## src/rtl/mnk_game_ctrl_pkg.sv

```systemverilog
`default_nettype none
// +----------------------------------------------------------------------+
// | Package : mnk_game_ctrl_pkg                                          |
// | Purpose : Shared definitions for the m,n,k board-game controller:    |
// |           cell codes, FSM state encoding and the scan direction      |
// |           table (row, column, diagonal, anti-diagonal).              |
// | Ports   : none (package)                                             |
// | Rev     : 1.0  initial release                                       |
// +----------------------------------------------------------------------+
package mnk_game_ctrl_pkg;

  // Cell codes held in the board registers.
  localparam logic [1:0] c_EMPTY = 2'b00;
  localparam logic [1:0] c_P1    = 2'b01;
  localparam logic [1:0] c_P2    = 2'b10;

  typedef enum logic [1:0] {
    ST_PLAY  = 2'd0,
    ST_CHECK = 2'd1,
    ST_OVER  = 2'd2
  } state_t;

  // Direction index encoding, scanned in this order.
  localparam logic [1:0] c_DIR_ROW  = 2'd0;  // (dr,dc) = ( 0,+1)
  localparam logic [1:0] c_DIR_COL  = 2'd1;  // (dr,dc) = (+1, 0)
  localparam logic [1:0] c_DIR_DIAG = 2'd2;  // (dr,dc) = (+1,+1)
  localparam logic [1:0] c_DIR_ANTI = 2'd3;  // (dr,dc) = (+1,-1)

  function automatic logic signed [1:0] dir_dr(input logic [1:0] dir);
    return (dir == c_DIR_ROW) ? 2'sd0 : 2'sd1;
  endfunction

  function automatic logic signed [1:0] dir_dc(input logic [1:0] dir);
    logic signed [1:0] d;
    case (dir)
      c_DIR_ROW:  d = 2'sd1;
      c_DIR_COL:  d = 2'sd0;
      c_DIR_DIAG: d = 2'sd1;
      default:    d = -2'sd1;
    endcase
    return d;
  endfunction

  function automatic logic [1:0] player_code(input logic player);
    return player ? c_P2 : c_P1;
  endfunction

endpackage
`default_nettype wire

```

## src/rtl/mnk_game_ctrl_dir_walker.sv

```systemverilog
`default_nettype none
// +----------------------------------------------------------------------+
// | Module  : mnk_game_ctrl_dir_walker                                   |
// | Purpose : Walks the line scan around a freshly placed stone. For     |
// |           each of the four directions it visits K-1 cells on the +   |
// |           side, then K-1 cells on the - side, one cell per step.     |
// |           Coordinates are only ever incremented/decremented.         |
// | Ports   : clk, resetn (sync, active-low), i_clear (sync clear),      |
// |           i_start (load origin), i_step (advance one cell),          |
// |           i_org_row/i_org_col (origin), o_row/o_col (cell being      |
// |           examined), o_in_range, o_side_end, o_dir_end, o_scan_end   |
// | Rev     : 1.0  initial release                                       |
// +----------------------------------------------------------------------+
module mnk_game_ctrl_dir_walker
  import mnk_game_ctrl_pkg::*;
#(
  parameter int N  = 3,
  parameter int K  = 3,
  parameter int CW = 2
) (
  input  logic          clk,
  input  logic          resetn,
  input  logic          i_clear,
  input  logic          i_start,
  input  logic          i_step,
  input  logic [CW-1:0] i_org_row,
  input  logic [CW-1:0] i_org_col,
  output logic [CW-1:0] o_row,
  output logic [CW-1:0] o_col,
  output logic          o_in_range,
  output logic          o_side_end,
  output logic          o_dir_end,
  output logic          o_scan_end
);

  // Two extra bits: one sign bit for cells left/above the board and one
  // for cells up to K-1 beyond the far edge.
  localparam int SW  = CW + 2;
  localparam int STW = $clog2(K);
  localparam logic [STW-1:0]       c_LAST_STEP = STW'(K - 2);
  localparam logic signed [SW-1:0] c_NS        = SW'(N);

  function automatic logic signed [SW-1:0] ext2(input logic signed [1:0] d);
    return {{(SW-2){d[1]}}, d};
  endfunction

  logic signed [SW-1:0] r_org_row, r_org_col, r_row, r_col;
  logic [1:0]           r_dir;
  logic                 r_side;   // 0 = walking + side, 1 = walking - side
  logic [STW-1:0]       r_step;

  logic signed [SW-1:0] w_dr, w_dc, w_ndr, w_ndc, w_org_row_in, w_org_col_in;

  assign w_dr         = ext2(dir_dr(r_dir));
  assign w_dc         = ext2(dir_dc(r_dir));
  assign w_ndr        = ext2(dir_dr(r_dir + 2'd1));
  assign w_ndc        = ext2(dir_dc(r_dir + 2'd1));
  assign w_org_row_in = $signed({2'b00, i_org_row});
  assign w_org_col_in = $signed({2'b00, i_org_col});

  assign o_side_end = (r_step == c_LAST_STEP);
  assign o_dir_end  = o_side_end && r_side;
  assign o_scan_end = o_dir_end && (r_dir == c_DIR_ANTI);
  assign o_in_range = !r_row[SW-1] && !r_col[SW-1] && (r_row < c_NS) && (r_col < c_NS);
  assign o_row      = r_row[CW-1:0];
  assign o_col      = r_col[CW-1:0];

  always_ff @(posedge clk) begin
    if (!resetn || i_clear) begin
      r_org_row <= '0;
      r_org_col <= '0;
      r_row     <= '0;
      r_col     <= '0;
      r_dir     <= c_DIR_ROW;
      r_side    <= 1'b0;
      r_step    <= '0;
    end else if (i_start) begin
      r_org_row <= w_org_row_in;
      r_org_col <= w_org_col_in;
      r_row     <= w_org_row_in + ext2(dir_dr(c_DIR_ROW));
      r_col     <= w_org_col_in + ext2(dir_dc(c_DIR_ROW));
      r_dir     <= c_DIR_ROW;
      r_side    <= 1'b0;
      r_step    <= '0;
    end else if (i_step) begin
      if (o_side_end) begin
        r_step <= '0;
        if (!r_side) begin
          // Turn around: restart one cell on the other side of the origin.
          r_side <= 1'b1;
          r_row  <= r_org_row - w_dr;
          r_col  <= r_org_col - w_dc;
        end else begin
          r_side <= 1'b0;
          r_dir  <= r_dir + 2'd1;
          r_row  <= r_org_row + w_ndr;
          r_col  <= r_org_col + w_ndc;
        end
      end else begin
        r_step <= r_step + STW'(1);
        if (!r_side) begin
          r_row <= r_row + w_dr;
          r_col <= r_col + w_dc;
        end else begin
          r_row <= r_row - w_dr;
          r_col <= r_col - w_dc;
        end
      end
    end
  end

endmodule
`default_nettype wire

```

## src/rtl/mnk_game_ctrl.sv

```systemverilog
`default_nettype none
// +----------------------------------------------------------------------+
// | Module  : mnk_game_ctrl                                              |
// | Purpose : N x N, K-in-a-row two-player game controller. Takes one    |
// |           move per handshake, enforces turn order, rejects illegal   |
// |           moves and runs a fixed-length line scan through each       |
// |           accepted stone to detect a win or a draw.                  |
// | Ports   : clk, resetn (sync, active-low), new_game (sync restart),   |
// |           move_valid/move_player/move_row/move_col (request),        |
// |           move_ready, turn, ilg1/ilg2 (reject pulses),               |
// |           p1/p2/nospace (sticky result flags)                        |
// | Rev     : 1.0  initial release                                       |
// +----------------------------------------------------------------------+
module mnk_game_ctrl
  import mnk_game_ctrl_pkg::*;
#(
  parameter  int N     = 3,
  parameter  int K     = 3,
  parameter  int FIRST = 0,
  localparam int CW    = (N > 1) ? $clog2(N) : 1
) (
  input  logic          clk,
  input  logic          resetn,
  input  logic          new_game,
  input  logic          move_valid,
  input  logic          move_player,
  input  logic [CW-1:0] move_row,
  input  logic [CW-1:0] move_col,
  output logic          move_ready,
  output logic          turn,
  output logic          ilg1,
  output logic          ilg2,
  output logic          p1,
  output logic          p2,
  output logic          nospace
);

  localparam int CNTW = $clog2(N*N + 1);
  localparam int RW   = $clog2(2*K);     // holds a run of up to 2K-1
  localparam int CW1  = CW + 1;
  localparam logic [CNTW-1:0] c_CELLS = CNTW'(N*N);
  localparam logic [RW-1:0]   c_K_RUN = RW'(K);
  localparam logic [CW1-1:0]  c_N_EXT = CW1'(N);

  state_t          r_state;
  logic [1:0]      r_board [N][N];
  logic [CNTW-1:0] r_count;
  logic            r_turn, r_ready, r_ilg1, r_ilg2, r_p1, r_p2, r_nospace;
  logic [RW-1:0]   r_run;    // 1 (placed stone) + matches so far in this direction
  logic            r_alive;  // current side still unbroken
  logic            r_win;
  logic            r_done;   // scan finished, next edge publishes the result

  logic          w_tgt_in, w_legal, w_accept, w_step, w_hit;
  logic [1:0]    w_tgt_cell, w_scan_cell;
  logic [RW-1:0] w_run_nx;
  logic [CW-1:0] w_wk_row, w_wk_col;
  logic          w_wk_in, w_side_end, w_dir_end, w_scan_end;

  assign w_tgt_in   = ({1'b0, move_row} < c_N_EXT) && ({1'b0, move_col} < c_N_EXT);
  assign w_tgt_cell = w_tgt_in ? r_board[move_row][move_col] : c_EMPTY;
  assign w_legal    = (move_player == r_turn) && w_tgt_in && (w_tgt_cell == c_EMPTY);
  assign w_accept   = (r_state == ST_PLAY) && move_valid && w_legal;
  assign w_step     = (r_state == ST_CHECK) && !r_done;

  // Off-board cells read as EMPTY, which never matches the mover.
  assign w_scan_cell = w_wk_in ? r_board[w_wk_row][w_wk_col] : c_EMPTY;
  assign w_hit       = r_alive && (w_scan_cell == player_code(r_turn));
  assign w_run_nx    = r_run + {{(RW-1){1'b0}}, w_hit};

  mnk_game_ctrl_dir_walker #(
    .N  (N),
    .K  (K),
    .CW (CW)
  ) u_walker (
    .clk        (clk),
    .resetn     (resetn),
    .i_clear    (new_game),
    .i_start    (w_accept),
    .i_step     (w_step),
    .i_org_row  (move_row),
    .i_org_col  (move_col),
    .o_row      (w_wk_row),
    .o_col      (w_wk_col),
    .o_in_range (w_wk_in),
    .o_side_end (w_side_end),
    .o_dir_end  (w_dir_end),
    .o_scan_end (w_scan_end)
  );

  always_ff @(posedge clk) begin
    if (!resetn || new_game) begin
      for (int r = 0; r < N; r++) begin
        for (int c = 0; c < N; c++) begin
          r_board[r][c] <= c_EMPTY;
        end
      end
      r_state   <= ST_PLAY;
      r_count   <= '0;
      r_turn    <= 1'(FIRST);
      r_ready   <= 1'b1;
      r_ilg1    <= 1'b0;
      r_ilg2    <= 1'b0;
      r_p1      <= 1'b0;
      r_p2      <= 1'b0;
      r_nospace <= 1'b0;
      r_run     <= RW'(1);
      r_alive   <= 1'b1;
      r_win     <= 1'b0;
      r_done    <= 1'b0;
    end else begin
      r_ilg1 <= 1'b0;
      r_ilg2 <= 1'b0;
      case (r_state)
        ST_PLAY: begin
          if (move_valid) begin
            if (w_legal) begin
              r_board[move_row][move_col] <= player_code(r_turn);
              r_count <= r_count + CNTW'(1);
              r_state <= ST_CHECK;
              r_ready <= 1'b0;
              r_run   <= RW'(1);
              r_alive <= 1'b1;
              r_win   <= 1'b0;
              r_done  <= 1'b0;
            end else if (move_player) begin
              r_ilg2 <= 1'b1;
            end else begin
              r_ilg1 <= 1'b1;
            end
          end
        end

        ST_CHECK: begin
          if (!r_done) begin
            if (w_dir_end) begin
              if (w_run_nx >= c_K_RUN) begin
                r_win <= 1'b1;
              end
              r_run   <= RW'(1);
              r_alive <= 1'b1;
            end else if (w_side_end) begin
              r_run   <= w_run_nx;
              r_alive <= 1'b1;
            end else begin
              r_run   <= w_run_nx;
              r_alive <= w_hit;
            end
            if (w_scan_end) begin
              r_done <= 1'b1;
            end
          end else begin
            // Win takes precedence over a full board.
            if (r_win) begin
              if (r_turn) begin
                r_p2 <= 1'b1;
              end else begin
                r_p1 <= 1'b1;
              end
              r_state <= ST_OVER;
            end else if (r_count == c_CELLS) begin
              r_nospace <= 1'b1;
              r_state   <= ST_OVER;
            end else begin
              r_turn  <= ~r_turn;
              r_state <= ST_PLAY;
              r_ready <= 1'b1;
            end
          end
        end

        ST_OVER: begin
          r_ready <= 1'b0;
        end

        default: begin
          r_state <= ST_PLAY;
        end
      endcase
    end
  end

  assign move_ready = r_ready;
  assign turn       = r_turn;
  assign ilg1       = r_ilg1;
  assign ilg2       = r_ilg2;
  assign p1         = r_p1;
  assign p2         = r_p2;
  assign nospace    = r_nospace;

endmodule
`default_nettype wire

```

## config.mk

```make
export PLATFORM = sky130hd
export DESIGN_NAME = mnk_game_ctrl
export DESIGN_NICKNAME = d
export VERILOG_FILES = /design/src/rtl/mnk_game_ctrl_pkg.sv /design/src/rtl/mnk_game_ctrl_dir_walker.sv /design/src/rtl/mnk_game_ctrl.sv
export SDC_FILE = /design/constraint.sdc
export NUM_CORES = 1
export LEC_CHECK = 0
export BUFFER_PORTS_ARGS = -buffer_cell sky130_fd_sc_hd__buf_2
export CAP_MARGIN = 10
export CORE_UTILIZATION = 65
export CTS_CLUSTER_DIAMETER = 60
export DETAILED_ROUTE_END_ITERATION = 7
export PLACE_DENSITY = 0.86
export SYNTH_ARGS = -nofsm -noshare
export SYNTH_HDL_FRONTEND = slang
export SYNTH_SLANG_ARGS = --single-unit
```

## constraint.sdc

```tcl
create_clock -name clk -period 6.7 [get_ports clk]
set_clock_uncertainty 0.2 [all_clocks]
set_input_delay 1.34 -clock clk [delete_from_list [all_inputs] [get_ports clk]]
set_output_delay 1.34 -clock clk [all_outputs]
set_load 0.01 [all_outputs]
```

# Yosys cells after proc, flatten, opt, wreduce, memory -nomap -nowiden
# Memories as Yosys holds them, arrays and structs flattened. A register that Yosys moved wholly into a read port is not among the register bits.
# Cells that the tools add are included.
# Widths: inputs -> output; s select.
# totals
register_bits,36
mem_count,1
mem_bits_rw,18
output_inout_bits,7
word_cells,183
# classes
eq_ne,19
magnitude_cmp,8
bitwise,8
reduce_logical,42
mux,71
addsub,13
# mem_list
memory,depth,word_bits,read_ports,rd_clocked_by_memory_dff,write_ports,line,source
r_board,3,6,2,1,3,mnk_game_ctrl.sv:46,logic [1:0] r_board [N][N];
# op_table
cell,n
$mux 2,19
$mux 4,8
$mux 1,26
$reduce_and 4->1,6
$mux 6,3
$logic_and 1x1->1,13
$mux 3,4
$ne 2x2->1 const B,6
$reduce_and 6->1,2
$reduce_and 3->1,3
$add 3x2->4,2
$add 4x2->4,2
$bmux 2 s2,2
$eq 2x1->1 const B,4
$eq 2x2->1 const B,4
$logic_not 2->1,4
$lt 4x3->1 const B,2
$pmux 2 s2,2
$sub 3x2->4,2
$sub 4x2->4,2
$ge 3x3->1 const B,2
$not 1->1,6
$not 2->3,2
$pmux 1 s2,3
23 further kinds,32

# Logic depth before layout (Yosys ltp)
# logic_depth
ltp_word,14
depth_mapped,13
mapped_depth_nobuf,13

# Hierarchy
# From an unflattened synthesis, not the netlist that was laid out.
# hier_totals
cells_unflattened,369
area_unflattened_um2,3572.2
# by_module_without_submodules
module,seq_area_each_um2,cells_each,area_each_um2,n_inst
mnk_game_ctrl,1101.1,213,2215.9,1
mnk_game_ctrl_dir_walker,340.3,156,1356.3,1

# Worst setup path after synthesis
# OpenSTA, ideal clock, no wires.
# synth_timing
path_type,input to register
from,input port move_row[1]
to,"memory r_board[0][4] (netlist name), enable pin"
stages,7
path_slack_ns,3.247
arrival_time_ns,2.926
setup_time_ns,0.327
path_cell_list,buf_2 -> or3b_1 -> o22ai_1 -> a2111o_1 -> nor3_1 -> nand2_1 -> o21ai_0
# synth_lines
element,line,source
"start, declared",mnk_game_ctrl.sv:27,"input logic [CW-1:0] move_row,"
"end, declared",mnk_game_ctrl.sv:46,

==> results.sh <==
export IMPL_final_cell_mix="nor2_1 (53), dfxtp_1 (38), ha_1 (26), edfxtp_1 (24), inv_1 (23)"
export IMPL_grt_pass1_vias=2700
export IMPL_dieWidth_um=75.6
export IMPL_cts_buffer_depth=2
export IMPL_powerDensity_nw_per_um2=209
export IMPL_r2r_slack_ns=3.46
export IMPL_core_area_um2=5170
export IMPL_irDropWorstVdd_uv=242
export IMPL_totalPowerFinal_mw=0.808
export IMPL_grt_max_degree=23
export IMPL_die_area_um2=5720
export IMPL_area_growth_pct=9.59
export IMPL_post_cts_buffers=0
export IMPL_cp_start_kind="input pin"
export IMPL_ff2ff_path_depth=11
export IMPL_critical_path_class="input pin to flop"
export IMPL_cts_tree="yes"
export IMPL_diodes=0
export IMPL_yosysUniqueCellTypes=52
export IMPL_final_common_cell="nor2_1"
export IMPL_setup_violations=0
export IMPL_initial_core_util=0.681
export IMPL_syn_avg_cell_area_um2=9.62
export IMPL_endpoint_kind="flop"
export IMPL_slowest_stage="a2111o_1"
export IMPL_antenna_found_initial=0
export IMPL_drt_iter0_drc=273
export IMPL_rows=26
export IMPL_synthesis_instances=366
export IMPL_worst_path_buf_inv=1
export IMPL_cts_made_buffers=9
export IMPL_synthTopCellsByArea="dfxtp_1 (22%), edfxtp_1 (20%), ha_1 (9.2%)"
export IMPL_cpPeakStageDelay_ns=0.49
export IMPL_dr_pass1_iters=4
export IMPL_r2r_end="r_win$_SDFFE_PN0P_"
export IMPL_hold_end="p2$_SDFFE_PN0P_"
export IMPL_max_slew_margin=0.507
export IMPL_port_buffer_count=15
export IMPL_vias=2880
export IMPL_cts_sinks=62
export IMPL_synth_seq_cells=62
export IMPL_synthesis_area_um2=3520
export IMPL_grt_ovfl_total=0
export IMPL_post_drt_wl_per_cell_um=17.6
export IMPL_drive_above_1_share=0.111
export IMPL_root_buffer="clkbuf_8"
export IMPL_yosysTopAreaCellShare=0.216
export IMPL_fmax_mhz=263
export IMPL_dpl_hpwl_um=5820
export IMPL_htree_levels=3
export IMPL_grt_usage=0.313
export IMPL_status="complete, no violations"
export IMPL_final_nets=422
export IMPL_finalHoldViolations=0
export IMPL_routed_wl_um=8090
export IMPL_critPathLaunch="move_row[0]"
export IMPL_period_share=0.567
export IMPL_gp_congestion=0.919
export IMPL_tns_ns=0
export IMPL_cp_common_cell="nor3_1"
export IMPL_slew_viol_final=0
export IMPL_hp_start="p2$_SDFFE_PN0P_"
export IMPL_cp_data_required_time_ns=6.51
export IMPL_cts_repair_resized=0
export IMPL_drcViolationCount=0
export IMPL_drv_cap=0
export IMPL_num_io_pins=16
export IMPL_ant_nets=0
export IMPL_synth_edff_count=24
export IMPL_insertion_delay_ns=0.34
export IMPL_hp_class="flop to flop"
export IMPL_yosysWarnings=0
export IMPL_yosys_most_used_dff="dfxtp_1"
export IMPL_postCtsHoldBufs=0
export IMPL_rsz0062_at_grt="no"
export IMPL_crit_fanout=15
export IMPL_yosysSeqAreaShare=0.421
export IMPL_fin_crit_ns=3.80
export IMPL_async_flop_share=0
export IMPL_path_cells="buf_2, nor3_1, o22ai_1, a2111o_1, nor3_1, nand2_1, o21ai_0"
export IMPL_synth_area_leader_cell="dfxtp_1"
export IMPL_path_clk_slew_ns=0.07
export IMPL_crit_family="simple AND/OR/NAND/NOR gates"
export IMPL_power_leakage_nw=1.44
export IMPL_grt_pass1_wl_um=12700
export IMPL_whs_ns=0.264
export IMPL_vias_per_cell=6.27
export IMPL_die_h_um=75.6
export IMPL_min_path_cells=2
export IMPL_worst_pin_slew_ns=0.739
export IMPL_crit_arrival_ns=3.61
==> cell families (layout without fill, tap and decap cells) <==
family / after synthesis / in the layout / synth area share
AND/OR/NAND/NOR: 132 / 132 / 0.183
AO/OA/AOI/OAI: 75 / 75 / 0.140
flip-flops: 62 / 62 / 0.421
buffers and inverters: 39 / 57 / 0.0444
adder cells (fa/ha/maj): 29 / 29 / 0.109
multiplexers: 17 / 17 / 0.0736
XOR/XNOR: 11 / 11 / 0.0274
other: 1 / 6 / 0.00107
==> power breakdown <==
part           internal [mW]  leakage, nW  total, mW  switching (mW)
Combinational         0.0218        0.764     0.0577          0.0359
Clock                  0.205        0.103      0.345           0.140
Sequential             0.399        0.569      0.406         0.00667
Total                  0.626         1.44      0.808           0.182
==> cells in the mapped netlist (4+ instances only) <==
master	n
nor2_1	53
nor3_1	14
a211oi_1	4
o211ai_1	6
nand2b_1	10
nand3_1	4
a21oi_1	20
xnor2_1	10
dfxtp_1	38
and3_1	4
mux2i_1	9
buf_2	5
inv_1	23
mux4_2	7
clkbuf_1	10
nor2b_1	6
o21ai_0	18
o21a_1	5
nand2_1	19
or3_1	5
edfxtp_1	24
ha_1	26
==> registers in the layout (all words and copies together) (netlist names), 2 cells and up, named ones only <==
| register | cells |
|---|---|
| u_walker.r_row | 4 |
| u_walker.r_col | 4 |
| r_state | 2 |
| r_run | 3 |
| r_board | 24 |
| u_walker.r_org_row | 2 |
| u_walker.r_step | 2 |
| r_count | 4 |
| u_walker.r_dir | 2 |
| u_walker.r_org_col | 2 |
==> area by class of cell <==
| type | count | area, um^2 |
|---|---|---|
| multi-input combinational | 270 | 1900 |
| sequential | 62 | 1480 |
| fill | 322 | 1310 |
| clock buffer | 10 | 128 |
| timing repair buffer | 18 | 97.6 |
| tap | 70 | 87.6 |
| inverter | 23 | 86.3 |
| clock inverter | 6 | 76.3 |
==> per-layer routing <==
layer / vias up / routed length (um) / GRT usage
met2: 145 / 3950 / 0.506
met3: 24 / 700 / 0.0913
met5: - / 0 / 0
li1: 1336 / - / -
met1: 1375 / 3250 / 0.398
met4: 0 / 183 / 0.121
==> metrics by stage <==
| step | instances | worst slack (ns) | instance area, um^2 | util |
|---|---|---|---|---|
| floorplan | 371 | 3.25 | 3540 | - |
| global route | 459 | 2.72 | 3860 | 0.746 |
| finish | 459 | 2.90 | 3860 | 0.746 |
| global placement | 443 | 2.76 | 3650 | 0.707 |
| CTS | 459 | 2.95 | 3860 | 0.746 |
| detailed placement | 443 | 2.57 | 3650 | 0.707 |
==> worst reg2reg max path: stages (launching register included) <==
cell and delay [ns]:
dfxtp_1 0.60, mux4_2 0.57, mux2i_1 0.14, o21ai_0 0.16, or3_1 0.36, a21oi_1 0.25
ha_1 0.21, ha_1 0.21, xnor2_1 0.08, a21oi_1 0.14, o21ai_0 0.10, a21oi_1 0.14
==> worst max path at each step <==
stage / to / depth (start not counted) / slack [ns]
2_1_floorplan: r_board[0][4]$_SDFFCE_PN0P_ / 7 / 3.25
3_3_place_gp: r_board[0][4]$_SDFFCE_PN0P_ / 7 / 2.76
3_5_place_dp: r_board[0][4]$_SDFFCE_PN0P_ / 7 / 2.57
4_1_cts: r_board[0][4]$_SDFFCE_PN0P_ / 7 / 2.95
5_1_grt: r_board[2][3]$_DFFE_PP_ / 7 / 2.72
6_report: r_board[0][4]$_SDFFCE_PN0P_ / 7 / 2.90
Power figures use the tool's default switching activity.
